===== src/rtl/id_ex_pipe_reg_if.sv =====
// ID-stage bundle feeding the ID/EX register: decoded fields, controls and operands.
// The ID stage drives it through the master modport; the ID/EX register consumes it through the slave modport.
interface id_ex_pipe_reg_if #(
  parameter int DATA_W = 32
);
  logic [5:0]        id_op;
  logic [4:0]        id_rs;
  logic [4:0]        id_rt;
  logic [4:0]        id_rd;
  logic [1:0]        id_wb;
  logic [1:0]        id_m;
  logic [4:0]        id_ex;
  logic              id_is_branch;
  logic [DATA_W-1:0] id_rdata1;
  logic [DATA_W-1:0] id_rdata2;
  logic [DATA_W-1:0] id_imm;

  modport master (
    output id_op, id_rs, id_rt, id_rd, id_wb, id_m, id_ex,
           id_is_branch, id_rdata1, id_rdata2, id_imm
  );

  modport slave (
    input id_op, id_rs, id_rt, id_rd, id_wb, id_m, id_ex,
          id_is_branch, id_rdata1, id_rdata2, id_imm
  );
endinterface


===== src/rtl/id_ex_pipe_reg.sv =====
// ID/EX pipeline register with load-use and branch-in-ID hazard detection.
// The register inserts its own bubbles and raises hazard_stall to freeze the PC and IF/ID.
module id_ex_pipe_reg #(
  parameter int DATA_W = 32,
  parameter int BCNT_W = 16
) (
  input  logic              clk,
  input  logic              rst_n,
  input  logic              stall_i,
  input  logic              flush_i,
  id_ex_pipe_reg_if.slave   id_bus,
  input  logic              ex_mem_memread,
  input  logic [4:0]        ex_mem_rd,
  output logic [5:0]        ID_EX_op,
  output logic [4:0]        ID_EX_Rs,
  output logic [4:0]        ID_EX_Rt,
  output logic [4:0]        ID_EX_Rd,
  output logic [1:0]        ID_EX_wb,
  output logic [1:0]        ID_EX_m,
  output logic [4:0]        ID_EX_ex,
  output logic [DATA_W-1:0] ID_EX_rdata1,
  output logic [DATA_W-1:0] ID_EX_rdata2,
  output logic [DATA_W-1:0] ID_EX_imm,
  output logic              ID_EX_valid,
  output logic              hazard_stall,
  output logic [BCNT_W-1:0] bubble_cnt
);

  logic [5:0]        op_q, op_d;
  logic [4:0]        rs_q, rs_d, rt_q, rt_d, rd_q, rd_d;
  logic [1:0]        wb_q, wb_d, m_q, m_d;
  logic [4:0]        ex_q, ex_d;
  logic [DATA_W-1:0] rdata1_q, rdata1_d, rdata2_q, rdata2_d, imm_q, imm_d;
  logic              valid_q, valid_d;
  logic [BCNT_W-1:0] bcnt_q, bcnt_d;

  logic [4:0] ex_dst;
  logic       load_use, br_ex, br_mem;
  logic       load_bubble, capture;

  always_comb begin
    ex_dst   = ex_q[4] ? rd_q : rt_q;
    load_use = valid_q & m_q[1] & (rt_q != 5'd0) &
               ((rt_q == id_bus.id_rs) | (rt_q == id_bus.id_rt));
    br_ex    = id_bus.id_is_branch & valid_q & wb_q[1] & (ex_dst != 5'd0) &
               ((ex_dst == id_bus.id_rs) | (ex_dst == id_bus.id_rt));
    // The ID-stage comparator cannot see a load result still in EX/MEM.
    br_mem   = id_bus.id_is_branch & ex_mem_memread & (ex_mem_rd != 5'd0) &
               ((ex_mem_rd == id_bus.id_rs) | (ex_mem_rd == id_bus.id_rt));
    hazard_stall = (load_use | br_ex | br_mem) & ~flush_i;

    load_bubble = flush_i | (~stall_i & hazard_stall);
    capture     = ~flush_i & ~stall_i & ~hazard_stall;

    op_d     = op_q;
    rs_d     = rs_q;
    rt_d     = rt_q;
    rd_d     = rd_q;
    wb_d     = wb_q;
    m_d      = m_q;
    ex_d     = ex_q;
    rdata1_d = rdata1_q;
    rdata2_d = rdata2_q;
    imm_d    = imm_q;
    valid_d  = valid_q;
    bcnt_d   = bcnt_q;

    if (load_bubble) begin
      op_d     = '0;
      rs_d     = '0;
      rt_d     = '0;
      rd_d     = '0;
      wb_d     = '0;
      m_d      = '0;
      ex_d     = '0;
      rdata1_d = '0;
      rdata2_d = '0;
      imm_d    = '0;
      valid_d  = 1'b0;
      if (bcnt_q != {BCNT_W{1'b1}}) begin
        bcnt_d = bcnt_q + 1'b1;
      end
    end else if (capture) begin
      op_d     = id_bus.id_op;
      rs_d     = id_bus.id_rs;
      rt_d     = id_bus.id_rt;
      rd_d     = id_bus.id_rd;
      wb_d     = id_bus.id_wb;
      m_d      = id_bus.id_m;
      ex_d     = id_bus.id_ex;
      rdata1_d = id_bus.id_rdata1;
      rdata2_d = id_bus.id_rdata2;
      imm_d    = id_bus.id_imm;
      valid_d  = 1'b1;
    end
  end

  always_ff @(posedge clk or negedge rst_n) begin
    if (!rst_n) begin
      op_q     <= '0;
      rs_q     <= '0;
      rt_q     <= '0;
      rd_q     <= '0;
      wb_q     <= '0;
      m_q      <= '0;
      ex_q     <= '0;
      rdata1_q <= '0;
      rdata2_q <= '0;
      imm_q    <= '0;
      valid_q  <= 1'b0;
      bcnt_q   <= '0;
    end else begin
      op_q     <= op_d;
      rs_q     <= rs_d;
      rt_q     <= rt_d;
      rd_q     <= rd_d;
      wb_q     <= wb_d;
      m_q      <= m_d;
      ex_q     <= ex_d;
      rdata1_q <= rdata1_d;
      rdata2_q <= rdata2_d;
      imm_q    <= imm_d;
      valid_q  <= valid_d;
      bcnt_q   <= bcnt_d;
    end
  end

  assign ID_EX_op     = op_q;
  assign ID_EX_Rs     = rs_q;
  assign ID_EX_Rt     = rt_q;
  assign ID_EX_Rd     = rd_q;
  assign ID_EX_wb     = wb_q;
  assign ID_EX_m      = m_q;
  assign ID_EX_ex     = ex_q;
  assign ID_EX_rdata1 = rdata1_q;
  assign ID_EX_rdata2 = rdata2_q;
  assign ID_EX_imm    = imm_q;
  assign ID_EX_valid  = valid_q;
  assign bubble_cnt   = bcnt_q;

endmodule


===== src/flat_wrapper.sv =====
// flat-port wrapper written by rule: the top's interface ports become plain ports
module id_ex_pipe_reg_flat 
#(
  parameter int DATA_W = 32,
  parameter int BCNT_W = 16
)
  (clk, rst_n, stall_i, flush_i, ex_mem_memread, ex_mem_rd, ID_EX_op, ID_EX_Rs, ID_EX_Rt, ID_EX_Rd, ID_EX_wb, ID_EX_m, ID_EX_ex, ID_EX_rdata1, ID_EX_rdata2, ID_EX_imm, ID_EX_valid, hazard_stall, bubble_cnt, id_bus_id_op, id_bus_id_rs, id_bus_id_rt, id_bus_id_rd, id_bus_id_wb, id_bus_id_m, id_bus_id_ex, id_bus_id_is_branch, id_bus_id_rdata1, id_bus_id_rdata2, id_bus_id_imm);
  id_ex_pipe_reg_if #(.DATA_W(DATA_W)) id_bus_i ();
  input  logic clk;
  input  logic rst_n;
  input  logic stall_i;
  input  logic flush_i;
  input  logic ex_mem_memread;
  input  logic [4:0] ex_mem_rd;
  output logic [5:0] ID_EX_op;
  output logic [4:0] ID_EX_Rs;
  output logic [4:0] ID_EX_Rt;
  output logic [4:0] ID_EX_Rd;
  output logic [1:0] ID_EX_wb;
  output logic [1:0] ID_EX_m;
  output logic [4:0] ID_EX_ex;
  output logic [DATA_W-1:0] ID_EX_rdata1;
  output logic [DATA_W-1:0] ID_EX_rdata2;
  output logic [DATA_W-1:0] ID_EX_imm;
  output logic ID_EX_valid;
  output logic hazard_stall;
  output logic [BCNT_W-1:0] bubble_cnt;
  input wire logic [$bits(id_bus_i.id_op)-1:0] id_bus_id_op;
  input wire logic [$bits(id_bus_i.id_rs)-1:0] id_bus_id_rs;
  input wire logic [$bits(id_bus_i.id_rt)-1:0] id_bus_id_rt;
  input wire logic [$bits(id_bus_i.id_rd)-1:0] id_bus_id_rd;
  input wire logic [$bits(id_bus_i.id_wb)-1:0] id_bus_id_wb;
  input wire logic [$bits(id_bus_i.id_m)-1:0] id_bus_id_m;
  input wire logic [$bits(id_bus_i.id_ex)-1:0] id_bus_id_ex;
  input wire logic [$bits(id_bus_i.id_is_branch)-1:0] id_bus_id_is_branch;
  input wire logic [$bits(id_bus_i.id_rdata1)-1:0] id_bus_id_rdata1;
  input wire logic [$bits(id_bus_i.id_rdata2)-1:0] id_bus_id_rdata2;
  input wire logic [$bits(id_bus_i.id_imm)-1:0] id_bus_id_imm;
  assign id_bus_i.id_op = id_bus_id_op;
  assign id_bus_i.id_rs = id_bus_id_rs;
  assign id_bus_i.id_rt = id_bus_id_rt;
  assign id_bus_i.id_rd = id_bus_id_rd;
  assign id_bus_i.id_wb = id_bus_id_wb;
  assign id_bus_i.id_m = id_bus_id_m;
  assign id_bus_i.id_ex = id_bus_id_ex;
  assign id_bus_i.id_is_branch = id_bus_id_is_branch;
  assign id_bus_i.id_rdata1 = id_bus_id_rdata1;
  assign id_bus_i.id_rdata2 = id_bus_id_rdata2;
  assign id_bus_i.id_imm = id_bus_id_imm;
  id_ex_pipe_reg #(.DATA_W(DATA_W), .BCNT_W(BCNT_W)) u_core (.clk(clk), .rst_n(rst_n), .stall_i(stall_i), .flush_i(flush_i), .id_bus(id_bus_i), .ex_mem_memread(ex_mem_memread), .ex_mem_rd(ex_mem_rd), .ID_EX_op(ID_EX_op), .ID_EX_Rs(ID_EX_Rs), .ID_EX_Rt(ID_EX_Rt), .ID_EX_Rd(ID_EX_Rd), .ID_EX_wb(ID_EX_wb), .ID_EX_m(ID_EX_m), .ID_EX_ex(ID_EX_ex), .ID_EX_rdata1(ID_EX_rdata1), .ID_EX_rdata2(ID_EX_rdata2), .ID_EX_imm(ID_EX_imm), .ID_EX_valid(ID_EX_valid), .hazard_stall(hazard_stall), .bubble_cnt(bubble_cnt));
endmodule

===== config.mk =====
export PLATFORM = sky130hd
export DESIGN_NAME = id_ex_pipe_reg_flat
export DESIGN_NICKNAME = d
export VERILOG_FILES = /design/src/rtl/id_ex_pipe_reg_if.sv /design/src/rtl/id_ex_pipe_reg.sv /design/src/flat_wrapper.sv
export SDC_FILE = /design/constraint.sdc
export NUM_CORES = 1
export LEC_CHECK = 0
export CELL_PAD_IN_SITES_DETAIL_PLACEMENT = 1
export CELL_PAD_IN_SITES_GLOBAL_PLACEMENT = 2
export CORE_AREA = 2 2 155 172
export DETAILED_ROUTE_END_ITERATION = 6
export DIE_AREA = 0 0 157 174
export GPL_ROUTABILITY_DRIVEN = 1
export PLACE_DENSITY_LB_ADDON = 0.1
export SLEW_MARGIN = 40
export SYNTH_ARGS = -nofsm -noshare
export SYNTH_HDL_FRONTEND = slang
export SYNTH_SLANG_ARGS = --single-unit

===== constraint.sdc =====
create_clock -name clk -period 4.1 [get_ports clk]
set_input_delay 0.82 -clock clk [delete_from_list [all_inputs] [get_ports clk]]
set_output_delay 0.82 -clock clk [all_outputs]
set_load 0.02 [all_outputs]

==> qor.csv <==
metric;value;unit
outcome;finished, final reports clean;
Arrival @ worst endpoint;3050;ps
vias in the first global route;6707;
clock-pin slew on the worst setup and hold paths;70;ps
most frequent cells after synthesis;dfrtp_1, nand2_1, a21oi_1, nand3b_1, clkbuf_1;
HPWL Detailed;16.7;mm
Net Switching;0.00113;W
yosys warns;0;
post-route cell area;0.0105;mm^2
Main synth FF type;dfrtp_1;
Final GP Congestion;0.808;
worst clock skew;12.2;ps
CP required;3280;ps
routed vias;6177;
Final setup viols;0;
final slew viol count;0;
r2r endpoint;u_core.ID_EX_imm[24];
setup bufs post-CTS;0;
Clock Power Share;0.407;
switching portion of total power;0.277;
RSZ-0062 raised after global routing;false;
post-synth top area cell;dfrtp_1;
DRC Markers;0;
number of synthesized register bits;143;
setup TNS;0;ps
share of cells above drive strength 1;0.0614;
Leak;4.21;nW
Synth cell types;38;
part of the power in registers;0.393;
CTS root buffer;clkbuf_16;
initial detailed-routing violation count;257;
Achievable Freq;258;MHz
core area;0.0257;mm^2
Yosys top cell area share;0.526;
Die Y-Extent;174;um
clock tree buffer depth;2;
P_int;0.00296;W
Syn Nets;838;
fin util;0.410;
sequential area share after synthesis;0.526;
initial antenna violation count;2;
R2R Setup Slk;880;ps
Routed Antenna Nets;0;
hold_buf cts;0;
depth of the most critical reg-to-reg path;9;
Hold Slack;379;ps
clock latency on the worst-skew pair;420;ps
Cell Rows;62;
Least-Margin Pin Slew;752;ps
CTS sink cnt;143;
main area contributors after synthesis;dfrtp_1, nand3b_1, a21oi_1;
gr ovfl total;0;
CTS buffer count;17;
initial core utilization;0.265;
DRT Pass-1 Iters;4;
minimum clock period;3870;ps
Logic pwr share;0.201;
PD cells;388;mW/mm^2
Synth async-reset ratio;1.00;
largest fanout on the critical path;4;
endpoint class of the critical path;output port;
vias per cell;4.70;
H-tree levels;4;
kind of critical path;in -> out;
syn avg cell area;9.73;um^2
largest net degree at the start of global routing;151;
die area;0.0273;mm^2
area post-placement;0.00992;mm^2
Peak VDD IR;0.000214;V
worst r2r src;u_core.ID_EX_Rt[1];
Startpoint Class;input port;
PortBufs;280;
Hold Crit Class;in -> async;
Final period util;0.945;
CTS tree;yes;
final hold vios;0;
Gate Count Post-Synth;700;
Post-Syn Area;0.00681;mm^2
final-stage net count;1087;
Rel. slew slack;0.499;
Max-Cap Viols;0;
most common cell in the netlist;dfrtp_1;
detailed-route wire length per cell;18.7;um
Layout area overhead;54.8;%
Post-synth EDFFs;0;
Horiz. Die Dim;157;um
GRT Total Usage;0.181;
first-pass GRT wire length;38.5;mm
Routed Wire Length;24.6;mm
# IOs;281;
-- state kept, by name (all words and copies together) (netlist names) --
name / cells
u_core.ID_EX_imm: 32
u_core.ID_EX_rdata1: 32
u_core.ID_EX_rdata2: 32
u_core.bubble_cnt: 16
u_core.ID_EX_op: 6
u_core.ID_EX_Rd: 5
u_core.ID_EX_Rs: 5
u_core.ID_EX_Rt: 5
u_core.ID_EX_ex: 5
u_core.ID_EX_m: 2
u_core.ID_EX_wb: 2
u_core.ID_EX_valid: 1
-- layout by cell type, fill, tap and decap left out, types with 6 or more instances in the layout --
| cell | n |
|---|---|
| clkdlybuf4s50_1 | 276 |
| dfrtp_1 | 143 |
| nand2_1 | 131 |
| nand3b_1 | 126 |
| a21oi_1 | 126 |
| xor2_1 | 21 |
| xnor2_1 | 20 |
| clkbuf_16 | 17 |
| nor2_1 | 10 |
| buf_4 | 8 |
| and3_1 | 7 |
| nor3_1 | 6 |
| mux2i_1 | 6 |
-- power by group through the flow --
stage	registers, W	logic [W]	clock network [W]
after global routing	0.00162	0.000891	0.00178
after floorplan	0.00173	0.000256	0
after detailed placement	0.00163	0.000833	0
final	0.00161	0.000821	0.00166
after CTS	0.00161	0.000837	0.00173
after global placement	0.00163	0.000822	0
-- metrics by stage --
step | power [W] | std cells | setup slack (ps)
5_1_grt | 0.00430 | 1314 | 113
2_1_floorplan | 0.00199 | 700 | 1030
3_3_place_gp | 0.00245 | 1282 | -196
3_5_place_dp | 0.00247 | 1282 | -130
6_report | 0.00409 | 1314 | 225
4_1_cts | 0.00417 | 1313 | 157
-- routing by layer --
metal | routed length (um) | share of wire | global-route usage
met2 | 12000 | 0.49 | 0.300
met3 | 1780 | 0.072 | 0.0601
met5 | 13 | 0.00053 | 0
met1 | 10100 | 0.41 | 0.217
met4 | 711 | 0.029 | 0.0707
-- worst max-delay path: stages --
cell	delay, ps
clkdlybuf4s50_1	540
xor2_1	200
nor3_1	250
a22oi_1	160
o32ai_1	300
buf_4	170
nor2_4	40
nor2_1	180
dlygate4sd2_1	380
-- cell type report --
cell class / instances / area [um^2]
multi-input combinational: 495 / 2980
tap: 352 / 440
timing repair buffer: 291 / 2920
fill: 2843 / 15100
clock inverter: 12 / 184
sequential: 143 / 3580
inverter: 1 / 3.75
antenna: 1 / 2.50
clock buffer: 19 / 433
-- cell families after synthesis --
| family | Yosys count | share of synthesized area |
|---|---|---|
| AO/OA/AOI/OAI | 150 | 0.126 |
| XOR/XNOR | 41 | 0.0527 |
| adder cells (fa/ha/maj) | 1 | 0.00184 |
| buffers and inverters | 62 | 0.0380 |
| flip-flops | 143 | 0.526 |
| multiplexers | 10 | 0.0154 |
| AND/OR/NAND/NOR | 293 | 0.240 |
-- timing repair --
item	in CTS	in global routing
endpoints found under the setup margin	1	0
resized for setup	1	0
endpoints found under the hold margin	0	0
-- how the worst max path moves through the flow --
stage                    start                    to  slack [ps]  cells past startpoint
2_1_floorplan  id_bus_id_rt[4]          hazard_stall        1030                      8
3_3_place_gp   id_bus_id_rt[4]          hazard_stall        -200                      9
3_5_place_dp   id_bus_id_rt[4]  u_core.ID_EX_imm[24]        -130                     11
4_1_cts        id_bus_id_rt[4]          hazard_stall         160                      9
5_1_grt        id_bus_id_rt[4]          hazard_stall         110                      9
6_report       id_bus_id_rt[4]          hazard_stall         230                      9
Note: power is estimated with default switching activity, not from simulation.
==> RTL edit, RTL diff (same settings) <==
Reset style: synchronous (`rst_n`), changed in one clocked block.
--- a/src/rtl/id_ex_pipe_reg.sv
+++ b/src/rtl/id_ex_pipe_reg.sv
@@ -95,7 +95,7 @@
     end
   end
 
-  always_ff @(posedge clk or negedge rst_n) begin
+  always_ff @(posedge clk) begin
     if (!rst_n) begin
       op_q     <= '0;
       rs_q     <= '0;
Function: differs if rst_n is asserted again (counterexample within 4 cycles, from zero or initial values and one cycle with rst_n low); with rst_n held inactive, the same outputs for 4 cycles.
==> RTL edit against the original RTL <==
Cell area decreased by 6.4%; clock skew decreased by 0.0021 ns; power decreased by 15%; area after synthesis decreased by 9.7%; register-to-register slack improved by 0.13 ns; routed wire length decreased by 8.7%; sequential cell count unchanged; first-iteration DRC count decreased by 7.8%; setup slack got worse by 0.043 ns; core utilization decreased by 2.6 points; largest cell class is now multi-input gates.
==> RTL edit: results (changes against the original RTL) <==
<table>
<tr><th>Metric</th><th>Value</th></tr>
<tr><th colspan="2">Run status</th></tr>
<tr><td>Status</td><td>complete, no violations</td></tr>
<tr><th colspan="2">Worst hold path</th></tr>
<tr><td>Type of the most critical hold path</td><td>flip-flop to flip-flop</td></tr>
<tr><th colspan="2">Drt</th></tr>
<tr><td>Wire length on met3</td><td>1660 um (-6.9%)</td></tr>
<tr><td>Router iterations before antenna repair</td><td>6 (+2)</td></tr>
<tr><td>Drt first-iter violations</td><td>237 (-7.8%)</td></tr>
<tr><td>Count of vias placed by the detailed router</td><td>6043 (-2.2%)</td></tr>
<tr><td>Met1 wire length</td><td>9920 um (-2.0%)</td></tr>
<tr><td>Met2 wire length</td><td>10500 um (-12%)</td></tr>
<tr><th colspan="2">Power and ir drop</th></tr>
<tr><td>Net Sw Frac</td><td>0.266 (-0.0115)</td></tr>
<tr><td>Worst VDD drop</td><td>0.000230 V (+7.3%)</td></tr>
<tr><th colspan="2">Placement</th></tr>
<tr><td>Estimated wirelength of the detail-placed design</td><td>15100 um (-10%)</td></tr>
<tr><th colspan="2">Setup path</th></tr>
<tr><td>Peak fanout along the critical path</td><td>3 (-1)</td></tr>
<tr><td>Largest stage delay, worst path</td><td>0.59 ns (+0.05 ns)</td></tr>
<tr><td>Setup slack of the worst register-to-register path</td><td>1.01 ns (+0.13 ns)</td></tr>
<tr><td>Endpoint of the worst-slack reg-to-reg timing path</td><td>u_core.ID_EX_rdata2[7]$_SDFFE_PP0P_</td></tr>
<tr><td>Number of cell instances on the worst register-to-register path</td><td>10 (+1)</td></tr>
<tr><td>Reg-to-reg startpoint</td><td>u_core.ID_EX_ex[4]$_SDFFE_PP0P_</td></tr>
<tr><th colspan="2">Synth</th></tr>
<tr><td>Net Count, Synth</td><td>865 (+3.2%)</td></tr>
<tr><td>Share of the yosys chip area belonging to registers</td><td>0.466 (-0.0598)</td></tr>
<tr><th colspan="2">GRT</th></tr>
<tr><td>Number of antenna violations at the first check in global routing</td><td>1 (-1)</td></tr>
<tr><td>Number of global-route vias before repair</td><td>6228 (-7.1%)</td></tr>
<tr><th colspan="2">Layout</th></tr>
<tr><td>Number of nets in the layout</td><td>1116 (+2.7%)</td></tr>
<tr><th colspan="2">STA</th></tr>
<tr><td>Worst relative slew slack</td><td>0.477 (-0.0218)</td></tr>
<tr><td>Post-route clock skew</td><td>0.0101 ns (-0.00207 ns)</td></tr>
<tr><td>Post-route worst hold slack</td><td>0.448 ns (+0.0693 ns)</td></tr>
</table>
## RTL edit: cell type report
class | count | area [um^2]
Inverter | 6 | 22.5
Sequential cell | 143 | 2860
Antenna cell | 1 | 2.50
Tap cell | 352 | 440
Fill cell | 2942 | 15800
Clock inverter | 13 | 128
Timing Repair Buffer | 293 | 2940
Clock buffer | 19 | 443
Multi-Input combinational cell | 517 | 3030
## RTL edit: how the worst max path moves through the flow
stage	from	to	slack [ns]
after detailed placement	ex_mem_rd[3]	hazard_stall	0.15
after floorplan	ex_mem_rd[0]	hazard_stall	0.88
after CTS	ex_mem_rd[3]	hazard_stall	0.15
after global routing	ex_mem_rd[3]	hazard_stall	0.11
after global placement	ex_mem_rd[3]	hazard_stall	0.13
final	ex_mem_rd[3]	hazard_stall	0.18
## RTL edit: cells by family (layout without fill, tap and decap cells)
logic type	count (synthesis)	count (layout)	synth area share
buffers and inverters	67	331	0.0452
xor gates and xnor gates	31	31	0.0442
DFF	143	143	0.466
AOI/OAI and AO/OA	151	151	0.133
and+or+nand+nor	321	321	0.289
adders and majority gates	1	1	0.00204
other	0	1	0
muxes	13	13	0.0212
## RTL edit: metal layers
| layer | global-route usage | vias to the layer above |
|---|---|---|
| li1 | - | 3008 |
| met1 | 0.201 | 2862 |
| met2 | 0.267 | 152 |
| met3 | 0.0586 | 21 |
| met4 | 0.0520 | 0 |
| met5 | 0 | - |
## RTL edit: metrics by stage
stage | power, uW | area [um^2] | setup slack [ns]
finish | 3480 | 9860 | 0.182
global route | 3650 | 9860 | 0.108
CTS | 3550 | 9860 | 0.148
detailed placement | 1990 | 9290 | 0.153
global placement | 1990 | 9290 | 0.134
floorplan | 1710 | 6150 | 0.883
## RTL edit: critical path, delay by kind of cell
| family | cells | cell delay, ns |
|---|---|---|
| AO/OA/AOI/OAI | 3 | 0.61 |
| AND/OR/NAND/NOR | 2 | 0.60 |
| buffers and inverters | 2 | 1.07 |
## RTL edit: power by group through the flow
stage / clock, uW / combinational [uW] / sequential, uW
after floorplan: 0 / 169 / 1540
after global placement: 0 / 499 / 1490
after detailed placement: 0 / 500 / 1490
after CTS: 1590 / 502 / 1460
after global routing: 1650 / 537 / 1460
final: 1530 / 493 / 1460
